`src/rtl/vga_pkg.sv`:
```
// vga_pkg: shared pixel colour type, sprite direction encoding and colour-cycle palette.
package vga_pkg;
  typedef struct packed {
    logic [3:0] r;
    logic [3:0] g;
    logic [3:0] b;
  } rgb_t;
  // bit0 set: moving -x, bit1 set: moving -y
  typedef enum logic [1:0] {DR = 2'd0, DL = 2'd1, UR = 2'd2, UL = 2'd3} dir_t;
  localparam rgb_t PALETTE [8] = '{12'hF80, 12'h0F0, 12'h00F, 12'hFF0,
                                   12'h0FF, 12'hF0F, 12'hFFF, 12'h888};
endpackage

```
`src/rtl/vga_sync_delay.sv`:
```
// vga_sync_delay: enabled shift register delaying an active-low sync by DEPTH pixel enables.
module vga_sync_delay #(
  parameter int DEPTH = 2
) (
  input  logic clk,
  input  logic rst,
  input  logic en,
  input  logic d_i,
  output logic q_o
);
  logic [DEPTH-1:0] sr_q;
  always_ff @(posedge clk or posedge rst)
    if (rst) sr_q <= '1;
    else if (en) sr_q <= {sr_q[DEPTH-2:0], d_i};
  assign q_o = sr_q[DEPTH-1];
endmodule

```
`src/rtl/vga_bounce_sprite.sv`:
```
// vga_bounce_sprite: draws a rectangle bouncing off the screen edges over a flat background.
// Define VGA_SPRITE_COLOR_CYCLE_EN to step the sprite colour through the palette on each bounce.
module vga_bounce_sprite
  import vga_pkg::*;
#(
  parameter int HPOS_WIDTH = 10,
  parameter int VPOS_WIDTH = 10,
  parameter int H_DISPLAY = 640,
  parameter int V_DISPLAY = 480,
  parameter int SPR_W = 32,
  parameter int SPR_H = 32,
  parameter int SPEED = 2,
  parameter int X_INIT = 0,
  parameter int Y_INIT = 0,
  parameter logic [11:0] SPR_RGB = 12'hF80,
  parameter logic [11:0] BG_RGB = 12'h008
) (
  input  logic                  clk,
  input  logic                  rst,
  input  logic                  pixel_clk,
  input  logic                  hsync_in,
  input  logic                  vsync_in,
  input  logic                  display_on,
  input  logic [HPOS_WIDTH-1:0] hpos,
  input  logic [VPOS_WIDTH-1:0] vpos,
  input  logic                  move_en,
  output logic                  hsync,
  output logic                  vsync,
  output logic [11:0]           rgb
);
  localparam int HW = HPOS_WIDTH + 1;
  localparam int VW = VPOS_WIDTH + 1;
  logic [HW-1:0] x_q, x_d, dx;
  logic [VW-1:0] y_q, y_d, dy;
  dir_t dir_q, dir_d;
  logic hit_q, disp_q, vs_prev_q, tick, flip_x, flip_y;
  rgb_t rgb_q, spr_col;
  // Offsets wrap to huge values left of / above the sprite, so one compare per axis suffices
  assign dx = {1'b0, hpos} - x_q;
  assign dy = {1'b0, vpos} - y_q;
  assign tick = pixel_clk & vs_prev_q & ~vsync_in;
  always_comb begin
    flip_x = dir_q[0] ? (x_q <= HW'(SPEED)) : (x_q + HW'(SPEED + SPR_W) >= HW'(H_DISPLAY));
    flip_y = dir_q[1] ? (y_q <= VW'(SPEED)) : (y_q + VW'(SPEED + SPR_H) >= VW'(V_DISPLAY));
    x_d = dir_q[0] ? (flip_x ? '0 : x_q - HW'(SPEED))
                   : (flip_x ? HW'(H_DISPLAY - SPR_W) : x_q + HW'(SPEED));
    y_d = dir_q[1] ? (flip_y ? '0 : y_q - VW'(SPEED))
                   : (flip_y ? VW'(V_DISPLAY - SPR_H) : y_q + VW'(SPEED));
    dir_d = dir_t'({dir_q[1] ^ flip_y, dir_q[0] ^ flip_x});
  end
  always_ff @(posedge clk or posedge rst)
    if (rst) begin
      x_q <= HW'(X_INIT);
      y_q <= VW'(Y_INIT);
      dir_q <= DR;
      vs_prev_q <= 1'b1;
      hit_q <= 1'b0;
      disp_q <= 1'b0;
      rgb_q <= '0;
    end else if (pixel_clk) begin
      vs_prev_q <= vsync_in;
      hit_q <= (dx < HW'(SPR_W)) && (dy < VW'(SPR_H));
      disp_q <= display_on;
      rgb_q <= !disp_q ? '0 : hit_q ? spr_col : rgb_t'(BG_RGB);
      if (tick && move_en) begin
        x_q <= x_d;
        y_q <= y_d;
        dir_q <= dir_d;
      end
    end
`ifdef VGA_SPRITE_COLOR_CYCLE_EN
  logic [2:0] idx_q;
  always_ff @(posedge clk or posedge rst)
    if (rst) idx_q <= '0;
    else if (tick && move_en && (flip_x || flip_y)) idx_q <= idx_q + 3'd1;
  assign spr_col = (idx_q == 3'd0) ? rgb_t'(SPR_RGB) : PALETTE[idx_q];
`else
  assign spr_col = rgb_t'(SPR_RGB);
`endif
  vga_sync_delay #(.DEPTH(2)) u_hs (.clk(clk), .rst(rst), .en(pixel_clk), .d_i(hsync_in), .q_o(hsync));
  vga_sync_delay #(.DEPTH(2)) u_vs (.clk(clk), .rst(rst), .en(pixel_clk), .d_i(vsync_in), .q_o(vsync));
  assign rgb = rgb_q;
endmodule

```
`config.mk`:
```
export PLATFORM = sky130hd
export DESIGN_NAME = vga_bounce_sprite
export DESIGN_NICKNAME = d
export VERILOG_FILES = /design/src/rtl/vga_pkg.sv /design/src/rtl/vga_sync_delay.sv /design/src/rtl/vga_bounce_sprite.sv
export SDC_FILE = /design/constraint.sdc
export NUM_CORES = 1
export LEC_CHECK = 0
export ABC_CLOCK_PERIOD_IN_PS = 7580
export CORE_MARGIN = 4
export CORE_UTILIZATION = 50
export DETAILED_ROUTE_END_ITERATION = 10
export MAX_ROUTING_LAYER = met4
export PLACE_DENSITY = 0.81
export SKIP_LAST_GASP = 1
export SLEW_MARGIN = 20
export SYNTH_ARGS = -nofsm -noshare
export SYNTH_HDL_FRONTEND = slang
export SYNTH_SLANG_ARGS = --single-unit
```
`constraint.sdc`:
```
create_clock -name clk -period 7.58 [get_ports clk]
set_input_delay 1.516 -clock clk [delete_from_list [all_inputs] [get_ports clk]]
set_output_delay 1.516 -clock clk [all_outputs]
set_load 0.05 [all_outputs]
```
==> flow_summary.yaml <==
clocking:
  cts_resized: 0
  cts.htree.levels: 2
  cts_tree: "built"
  clock_sinks: 30
  clk_latency_ps: 290
  numCtsBuffers: 5
  postCtsSetupRepairBufs: 0
  clkTransAtPathRegs_ps: 70
  hold_buffers: 0
  root_buffer: "clkbuf_8"
  clockBufferDepth: 2
floorplanning:
  die-area_sq_mm: 0.00739
  design.core.area_sq_mm: 0.00592
  io_pins: 41
  fp.dieW_um: 85.9
  num_rows: 28
  start_util_pct: 51.3
  die_h_um: 85.9
min_path:
  hold_path_class: "reg2reg"
timing:
  max_freq_mhz: 269
  fin_skew_ps: 7.11
  finalMaxSlewViolations: 0
  period_needed_ps: 3720
  hold_viol_final: 0
  period_share_pct: 49.1
  relSlewSlack_pct: 33.1
  setup-violations-final: 0
  tightest_slew_ps: 999
  rsz0062_at_grt: "false"
  setup_slack_ps: 3860
  fin_tns_setup_ps: 0
global_route:
  grt_max_degree: 31
  antenna_found_initial: 0
  grt_pass1_wl_um: 13000
  grt_pass1_vias: 2782
  grtUsageTotal_pct: 22.4
  overflow: 0
power:
  powerDensity_mw_per_mm2: 228
  p_leak_nw: 1.35
  ir_worst_vdd_v: 0.000134
  power.total_w: 0.000780
yosys:
  syn_inst: 374
  synth-edff-count: 0
  netlist_top_cells_count: "27 x inv_1, 26 x dfrtp_1, 25 x nand2_1"
  yosys-top-cells-area: "dfrtp_1 21%, ha_1 9.9%, dfstp_2 3.5%"
  synth_seq_cells: 30
  syn-cell-area_sq_mm: 0.00304
  synthFlopType: "dfrtp_1"
  syn_avg_cell_area_sq_um: 8.12
  synthArstFlopShare_pct: 100
  synth.yosys.seq_area_share_pct: 24.9
  yosysMostFrequentCell: "inv_1"
  synth_top_cell_area_share_pct: 21.4
  yosys_warnings: 0
  synth_cell_type_count: 68
  synth_top_cell_by_area: "dfrtp_1"
detailed_routing:
  vias: 3025
  antenna_left: 0
  drcViolationCount: 0
  route.detailed.wl_per_inst_um: 17.0
  via_per_inst: 6.46
  drt-initial-drc-count: 247
  firstDrtPassIters: 5
  drt-total-wl_um: 7960
placed_design:
  pre_cts_slack_ps: 3540
  placed_cells: 460
  hpwl_um: 5680
  portBuffers: 32
  routabilityCongestion: 0.927
worst_setup_path:
  criticalPathCategory: "in2reg"
  worstPathArrival_ps: 3900
  start_kind: "input port"
  cp_data_required_time_ps: 7760
  crit_buf_inv: 1
  slowest_stage: "nand4b_1"
  path_max_fanout: 22
  critPathMaxStageDelay_ps: 870
  cp_top_family: "simple AND/OR/NAND/NOR gates"
  path_cells: "clkdlybuf4s50_1 -> nand4b_1 -> a21oi_1 -> a41oi_1 -> a2bb2oi_1"
  end_kind: "flip-flop"
finish:
  drive_gt1_share_pct: 7.89
  num-fill-cells: 527
  area_growth_pct: 12.6
  layout.cells.non_filler: 468
  antennaDiodeCount: 0
  finish.net_count: 443
outcome:
  status: "finished, final reports clean"
job:
  drv_cap: 0
==> routing by layer <==
metal  global-route usage (%)  part of all wire (%)
met1                     29.3                    44
met3                     2.98                   7.1
met2                     35.2                    47
met5                        -                     0
met4                     8.35                   1.7
==> sequential cells by signal, summed over array words and instances, names as in the netlist <==
register / cells
hit_q: 1
dir_q: 2
y_q: 10
u_vs.sr_q: 2
x_q: 10
disp_q: 1
u_hs.sr_q: 2
rgb: 2
==> stage by stage <==
step | hold WS, ps | instance area, sq um | util [%]
final | 462 | 3420 | 57.8
after CTS | 463 | 3420 | 57.8
after detailed placement | 455 | 3330 | 56.2
after global placement | 449 | 3330 | 56.2
after global routing | 487 | 3420 | 57.8
after floorplan | 435 | 3060 | -
==> power breakdown <==
part | total, W | switching, W | internal [W]
Sequential | 0.000249 | 0.0000566 | 0.000192
Clock | 0.000139 | 0.0000662 | 0.0000733
Combinational | 0.000392 | 0.000232 | 0.000160
==> cells in the final DEF, fill, tap and decap left out, types with 6 or more instances in the layout <==
master	count
ha_1	24
nand2_1	25
nand2b_1	6
conb_1	6
dfrtp_1	26
nor3_1	19
clkbuf_8	6
o21ai_1	7
xnor2_1	10
o211ai_1	8
o21ai_0	20
o22ai_1	6
nand3_1	14
inv_1	27
a21oi_1	19
clkdlybuf4s50_1	32
nor2_1	19
a31oi_1	6
o21a_1	7
==> final cells by class <==
class	count	area (sq um)	area share [%]
clock buffers	7	86.3	2.52
clock inverters	1	5.00	0.146
inverters	28	105	3.07
multi-input cells	293	2040	59.6
flip-flops and latches	30	756	22.1
well taps	75	93.8	2.74
repair buffers	34	335	9.81
==> worst paths after layout <==
kind                                     from                  endpoint  slack, ps  cells after the start
max reg2reg                y_q[1]$_DFFE_PP0P_        y_q[3]$_DFFE_PP0P_       4880                      7
min                         hit_q$_DFFE_PP0P_        rgb[3]$_DFFE_PP0P_        460                      1
min reg2reg                 hit_q$_DFFE_PP0P_        rgb[3]$_DFFE_PP0P_        460                      1
max                                 pixel_clk        y_q[8]$_DFFE_PP0P_       3860                      5
min in group asynchronous                 rst       y_q[10]$_DFFE_PP0P_       1600                      3
max in group asynchronous                 rst  u_vs.sr_q[0]$_DFFE_PP1P_       5630                      3
==> logic make-up (layout without fill, tap and decap cells) <==
group | count (synthesis) | count (layout) | synth area share (%)
AND/OR/NAND/NOR | 119 | 119 | 21.0
multiplexers | 8 | 8 | 2.84
buffers and inverters | 56 | 70 | 8.81
AO/OA/AOI/OAI | 124 | 124 | 29.0
XOR/XNOR | 12 | 12 | 3.46
adder cells (fa/ha/maj) | 24 | 24 | 9.88
other | 1 | 6 | 0.123
flip-flops | 30 | 30 | 24.9
Power figures use the tool's default switching activity.
